[src/rtl/ukf_fifo_readout.sv]
// Read-side controller for the UKF diag/lower result FIFOs: streams a size header,
// the N diagonal words, then the N(N-1)/2 lower words on a registered valid/ready port.
//
// state  | meaning
// IDLE   | waiting for start; illegal N pulses size_error
// HEADER | size header word held in the output register
// DIAG   | draining N words from the diag FIFO
// LOWER  | draining N(N-1)/2 words from the lower FIFO
// FLUSH  | waiting for the final capture and accept, then done
module ukf_fifo_readout #(
    parameter int DATA_W = 128,
    parameter int MAX_N  = 8
) (
    input  logic              slow_clock,
    input  logic              rst,
    input  logic              start,
    input  logic [3:0]        matrix_size,
    input  logic              empty_diag,
    input  logic              empty_lower,
    input  logic [DATA_W-1:0] fifo_out_diag,
    input  logic [DATA_W-1:0] fifo_out_lower,
    output logic              fifo_rde_diag,
    output logic              fifo_rde_lower,
    output logic [DATA_W-1:0] out_data,
    output logic              out_valid,
    input  logic              out_ready,
    output logic              out_last,
    output logic              busy,
    output logic              done,
    output logic              size_error
);

    typedef enum logic [2:0] {IDLE, HEADER, DIAG, LOWER, FLUSH} state_t;

    localparam logic [3:0] MAX_N_L = 4'(MAX_N);

    state_t      state, state_next;
    logic [3:0]  diag_left;
    logic [6:0]  lower_left;
    logic        in_flight;
    logic        in_flight_lower;
    logic        in_flight_last;
    logic        accept;
    logic        out_free;
    logic        size_bad;
    logic        rd_last;
    logic [6:0]  lower_calc;

    always_comb begin
        accept         = out_valid & out_ready;
        out_free       = ~out_valid | accept;
        size_bad       = (matrix_size == 4'd0) || (matrix_size > MAX_N_L);
        lower_calc     = 7'(({4'd0, matrix_size} * ({4'd0, matrix_size} - 8'd1)) >> 1);
        state_next     = state;
        fifo_rde_diag  = 1'b0;
        fifo_rde_lower = 1'b0;
        case (state)
            IDLE: begin
                if (start && !size_bad) state_next = HEADER;
            end
            HEADER: begin
                if (accept) state_next = DIAG;
            end
            DIAG: begin
                if (diag_left == 4'd0)
                    state_next = (lower_left != 7'd0) ? LOWER : FLUSH;
                else if (!empty_diag && !in_flight && out_free)
                    fifo_rde_diag = 1'b1;
            end
            LOWER: begin
                if (lower_left == 7'd0)
                    state_next = FLUSH;
                else if (!empty_lower && !in_flight && out_free)
                    fifo_rde_lower = 1'b1;
            end
            FLUSH: begin
                // Only the final word can be pending once nothing is in flight.
                if (!in_flight && accept) state_next = IDLE;
            end
            default: state_next = IDLE;
        endcase
        rd_last = fifo_rde_lower ? (lower_left == 7'd1)
                                 : ((diag_left == 4'd1) && (lower_left == 7'd0));
    end

    assign busy = (state != IDLE);

    always_ff @(posedge slow_clock or negedge rst) begin
        if (!rst) begin
            state           <= IDLE;
            diag_left       <= '0;
            lower_left      <= '0;
            in_flight       <= 1'b0;
            in_flight_lower <= 1'b0;
            in_flight_last  <= 1'b0;
            out_data        <= '0;
            out_valid       <= 1'b0;
            out_last        <= 1'b0;
            done            <= 1'b0;
            size_error      <= 1'b0;
        end else begin
            state      <= state_next;
            done       <= 1'b0;
            size_error <= 1'b0;
            if (state == IDLE && start) begin
                if (size_bad) begin
                    size_error <= 1'b1;
                end else begin
                    diag_left  <= matrix_size;
                    lower_left <= lower_calc;
                    out_data   <= DATA_W'(matrix_size);
                    out_valid  <= 1'b1;
                    out_last   <= 1'b0;
                end
            end else begin
                if (accept) out_valid <= 1'b0;
                // Reads are only issued into a free register, so capture never overwrites.
                if (in_flight) begin
                    out_data  <= in_flight_lower ? fifo_out_lower : fifo_out_diag;
                    out_valid <= 1'b1;
                    out_last  <= in_flight_last;
                end
                in_flight <= fifo_rde_diag | fifo_rde_lower;
                if (fifo_rde_diag) begin
                    diag_left       <= diag_left - 4'd1;
                    in_flight_lower <= 1'b0;
                    in_flight_last  <= rd_last;
                end
                if (fifo_rde_lower) begin
                    lower_left      <= lower_left - 7'd1;
                    in_flight_lower <= 1'b1;
                    in_flight_last  <= rd_last;
                end
                if (state == FLUSH && state_next == IDLE) done <= 1'b1;
            end
        end
    end

endmodule

[config.mk]
export PLATFORM = sky130hd
export DESIGN_NAME = ukf_fifo_readout
export DESIGN_NICKNAME = d
export VERILOG_FILES = /design/src/rtl/ukf_fifo_readout.sv
export SDC_FILE = /design/constraint.sdc
export NUM_CORES = 1
export LEC_CHECK = 0
export ABC_CLOCK_PERIOD_IN_PS = 2340
export BUFFER_PORTS_ARGS = -buffer_cell sky130_fd_sc_hd__buf_4
export CAP_MARGIN = 20
export CORE_MARGIN = 10
export CORE_UTILIZATION = 30
export DETAILED_ROUTE_END_ITERATION = 6
export REMOVE_ABC_BUFFERS = 1
export SYNTH_ARGS = -nofsm -noshare
export SYNTH_HDL_FRONTEND = slang
export SYNTH_SLANG_ARGS = --single-unit
[constraint.sdc]
create_clock -name slow_clock -period 2.34 [get_ports slow_clock]
set_clock_uncertainty 0.1 [all_clocks]
set_input_delay 0.234 -clock slow_clock [delete_from_list [all_inputs] [get_ports slow_clock]]
set_output_delay 0.234 -clock slow_clock [all_outputs]
set_load 0.01 [all_outputs]
After elaboration in Yosys (flattened, before gate mapping):

Cells that the tools add are included.

* register bits: 149
* bits in latches: 0
* bits in writable memories: 0
* ROM bits: 0
* bits of input ports: 266
* output and inout bits: 135
* word-level logic and storage cells: 98
* memories kept: 0

* add/sub/neg operators: 3
* multiply operators: 1
* divide/modulo/power cells: 0
* order comparisons: 1
* equality and inequality tests: 7
* shifts and indexed selects: 0
* multiplexer cells: 39
* bitwise operators: 5
* reductions and logical operators: 31

Operator list (number)
* $mux W128: 4
* $mux W1: 22
* $mux W7: 3
* $mux W3: 6
* $pmux W3 S5: 1
* $mux W4: 3
* $reduce_and A2 Y1: 5
* $logic_and A1 B1 Y1: 9
* $logic_not A4 Y1: 2
* $mul A5 B5 Y8: 1
* $reduce_bool A2 Y1: 4
* $eq A7 B1 Y1 const B: 1
* $logic_not A7 Y1: 1
* $reduce_bool A7 Y1: 1
* $sub A7 B1 Y7 const B: 1
* $eq A3 B2 Y1 const B: 2
* $logic_not A3 Y1: 2
* $reduce_bool A3 Y1: 2
* $sub A4 B1 Y5 const B: 1
* $eq A4 B1 Y1 const B: 1
* $gt A4 B4 Y1 const B: 1
* $logic_not A1 Y1: 4
* $sub A4 B1 Y4 const B: 1
* $eq A3 B1 Y1 const B: 1
* 6 further kinds: 8

Depth between registers and ports, before layout:

* depth after elaboration: 10
* mapped depth: 16
* mapped depth without buffers: 16

Worst setup path before layout:

No wires, ideal clock.

* path kind: input -> register
* start: in matrix_size[2]
* end: reg lower_left[5]
* library setup time: 0.083 ns
* arrival time: 3.727 ns
* required time: 2.157 ns
* setup slack: -1.569 ns
* stages: 14
* buffers on the path: 1
* cells stage by stage: clkbuf_1 or3_1 ha_1 nand2b_1 fa_1 fa_1 fa_1 inv_1 ha_1 a21o_1 a21oi_1 xor2_1 a21oi_1 o21ai_0

* cells in the longest elaborated chain, start to end: 4
* elaborated cells between the ends (all ways): 9
* those cells by class: add/sub (1); mul (1); order compare (1); eq/ne (1); mux (2); reduce/logical (3)

RTL lines
* start, declared: line 17 `input logic [3:0] matrix_size,`
* $sub A4 B1 Y5, or another cell as far along: line 53 `lower_calc = 7'(({4'd0, matrix_size} * ({4'd0, matrix_size} - 8'd1)) >> 1);`
* $mul A5 B5 Y8 or $logic_or A1 B1 Y1 (tied branches): line 53, 52
* $mux W7 or $ne A2 B2 Y1 (tied branches)
* $mux W7 or $reduce_and A2 Y1 (tied branches)
* end signal, assigned: line 110 `lower_left <= lower_calc;`
* end signal, assigned: line 130 `lower_left <= lower_left - 7'd1;`
* end, declared: line 39 `logic [6:0] lower_left;`

Several ways; a longest one is shown, not always the timed one. The select of a mux whose other input is x is not followed.
A chain may end at the register's enable or synchronous reset.

Final worst setup path:

Ends and elaborated chain as after synthesis.

==> key figures <==
Status
  – Status: finished, violations left
  – Failing checks: setup timing

Clock tree
  – CTS tree: built
  – Num CTS Buffers: 17
  – Worst skew pair latency: 0.41 ns
  – Longest Clk Path Bufs: 2
  – H-tree levels: 4
  – CTS root buf: clkbuf_16
  – TritonCTS Sinks: 149
  – Worst-path clk slew: 0.07 ns

Setup path
  – CP arrival: 3.45 ns
  – Critical Path Start: matrix_size[2]
  – Slowest CP cell: fa_1
  – Slowest Stage Delay on Critical Path: 0.49 ns
  – Setup Crit Path Kind: primary input to flip-flop
  – Critical Path Sink: lower_left[5]
  – Crit path required time: 2.58 ns
  – Critical Path Stages: 14
  – Top delay family on crit path: adder cells
  – Worst path cell trace: buf_6 -> or3_4 -> ha_4 -> nand2b_4 -> fa_1 -> fa_1 -> fa_1 -> inv_1 -> ha_1 -> a21o_1 -> a21oi_2 -> xor2_1 -> a21oi_1 -> o21ai_1
  – Reg2reg setup slack: 0.22 ns
  – Crit path top cell by count: fa_1
  – Crit path buf inv count: 2
  – R2R cell count: 7
  – Worst reg2reg endpoint: out_data[71]
  – Max Fanout on Critical Path: 2
  – R2R Path Start: state[0]
  – Worst setup EP type: flip-flop
  – Critical Path Start Type: primary input

Drt
  – DRT Pass-1 Iters: 4
  – Starting DRT DRC Count: 376
  – DRC: 0
  – DR WL/cell: 18.8 um
  – Drt total wl: 30.3 mm
  – Via density: 4.60
  – Via count: 7,405
  – Final ANT Viol Nets: 0

Floorplanning
  – Chip height: 179 um
  – Die Area: 32,200 um^2
  – Core area: 25,100 um^2
  – Initial Util: 0.304
  – Number of top-level pins: 401
  – Row count: 58
  – DIE WIDTH: 179 um

Yosys
  – Unique masters post-synth: 45
  – Post-Syn Area: 7620 um^2
  – Most common cell in the netlist: dfrtp_1
  – Synth top area share: 0.489
  – Syn avg cell area: 9.96 um^2
  – EDFF count, synth: 0
  – Ys async rst share: 1.00
  – Synthesized instance count: 765
  – Yosys top cell by area: dfrtp_1
  – Sequential fraction of the synthesis area: 0.489
  – Top post-synthesis cells by count: dfrtp_1, nand2_1, mux2i_1
  – Warnings from Yosys: 0
  – Top post-synthesis cells by area: dfrtp_1, mux2i_1, nand2_1
  – Synthesized flop and latch total: 149
  – Prevailing post-synth register cell: dfrtp_1

Power
  – Power density over the cells: 1150 nW/um^2
  – Peak supply drop: 0.881 mV
  – LEAKAGE: 0.00651 uW

GRT
  – First-pass GRT wire length: 45.4 mm
  – Antenna violations before repair: 1
  – Vias in the first global route: 7,954
  – Largest net degree at the start of global routing: 61
  – Global-route congestion overflow total: 0
  – GRT Util Overall: 0.181

Finish
  – Final core utilization: 0.514
  – # nets final: 1,558
  – Final non-filler cell total: 1,609
  – Synth-to-layout area growth: 69.3%
  – Layout cells sized above 1: 0.405

STA
  – Slew Limit Fails: 0
  – Final Critical Period: 3.21 ns
  – Hold Worst Slack: 0.00865 ns
  – Relative slew slack: 0.578
  – Setup WS post-layout: -0.872 ns
  – Worst slew pin tran: 0.629 ns
  – Endpoints failing hold: 0
  – RSZ-0062 raised after global routing: yes
  – Maximum clock rate: 0.311 GHz
  – Final Setup Violations: 4
  – Period utilization: 1.37

Place
  – DP HPWL: 23.5 mm
  – Placer Congestion: 0.850
  – Port Buffer Count: 400
  – Dpl cells: 1,496

Worst hold path
  – Hold Path Class: primary input to flip-flop

Flow run
  – Maxcap violations: 0
## cell type report
cell class | count | area (um^2)
Antenna cell | 1 | 2.50
Clock buffer | 17 | 425
Sequential cell | 149 | 3730
Fill cell | 2362 | 12200
Tap cell | 330 | 413
Clock inverter | 15 | 185
Inverter | 27 | 104
Timing Repair Buffer | 530 | 4330
Multi-Input combinational cell | 540 | 3720
## flip-flops by register name (all words and copies together) (netlist names)
| signal | flops |
|---|---|
| done | 1 |
| in_flight_last | 1 |
| state | 3 |
| out_last | 1 |
| out_data | 128 |
| in_flight | 1 |
| in_flight_lower | 1 |
| diag_left | 4 |
| size_error | 1 |
| out_valid | 1 |
| lower_left | 7 |
## where the power goes
part           internal, uW  switching [uW]  total, uW
clock network          1630            1230       2860
logic                  3720            3830       7540
registers              3720             679       4400
## logic make-up (layout without fill, tap and decap cells)
| kind of cell | count (synthesis) | after routing | share of synthesized area |
|---|---|---|---|
| AO/OA/AOI/OAI | 175 | 175 | 0.123 |
| other | 0 | 1 | 0 |
| flip-flops | 149 | 149 | 0.489 |
| buffers and inverters | 76 | 589 | 0.0438 |
| multiplexers | 129 | 129 | 0.170 |
| AND/OR/NAND/NOR | 203 | 203 | 0.115 |
| XOR/XNOR | 6 | 6 | 0.00870 |
| adder cells (fa/ha/maj) | 27 | 27 | 0.0512 |
## routing by layer
metal,global-route usage,routed length [um],share of wire
met5,0,0,0
met4,0.0424,480,0.016
met3,0.0524,2230,0.074
met2,0.322,15500,0.51
met1,0.209,12000,0.40
## through the flow
stage               power [uW]  setup WS, ns  TNS, ns  area [um^2]
finish                   14800        -0.872    -2.68        12900
global route             15900         -1.00    -3.09        12900
CTS                      14900        -0.866    -2.72        12800
detailed placement       11700         -1.64    -5.39        11300
global placement         11600         -1.59    -5.22        11300
floorplan                 7630         -2.65  -327.27         7390
## worst min path at each step
stage          slack (ns)  cells after the start             to                 from
2_1_floorplan       -0.16                      0   diag_left[0]                  rst
3_3_place_gp         0.17                      1   diag_left[0]                  rst
3_5_place_dp         0.17                      1   diag_left[0]                  rst
4_1_cts            0.0002                      3  out_data[108]  fifo_out_lower[108]
5_1_grt             0.007                      3  out_data[121]   fifo_out_diag[121]
6_report            0.009                      3    out_data[9]     fifo_out_diag[9]
## worst min-delay path, stage by stage
cell and delay, ns:
buf_4 0.07, mux2i_1 0.04, o21ai_0 0.14
## layout by cell type (no fill, tap or decap), types with 3 or more instances in the layout
| cell type | netlist | layout |
|---|---|---|
| a211oi_1 | 5 | 5 |
| a21o_1 | 4 | 4 |
| a21oi_1 | 13 | 11 |
| buf_12 | 0 | 12 |
| buf_4 | 6 | 441 |
| buf_6 | 1 | 4 |
| clkbuf_16 | 0 | 17 |
| dfrtp_1 | 149 | 148 |
| dlygate4sd3_1 | 0 | 73 |
| fa_1 | 7 | 6 |
| ha_1 | 20 | 13 |
| ha_4 | 0 | 6 |
| inv_1 | 27 | 22 |
| inv_2 | 0 | 4 |
| inv_6 | 0 | 5 |
| inv_8 | 0 | 4 |
| mux2i_1 | 128 | 128 |
| nand2_1 | 144 | 143 |
| nand2b_1 | 5 | 3 |
| nand3_1 | 6 | 6 |
| nor2_1 | 19 | 18 |
| nor2b_1 | 6 | 6 |
| nor3_1 | 7 | 7 |
| nor4_1 | 3 | 3 |
| o21ai_0 | 83 | 79 |
| o21ai_1 | 60 | 64 |
| xnor2_1 | 3 | 3 |
## timing repair
action	in CTS	in global routing
pin swaps	17	14
hold buffers	73	0
cloned	0	0
endpoints found under the setup margin	6	6
endpoints found under the hold margin	95	0
setup buffers	3	4
gates resized for setup	20	14
No activity file was read; power rests on OpenSTA's default activity.
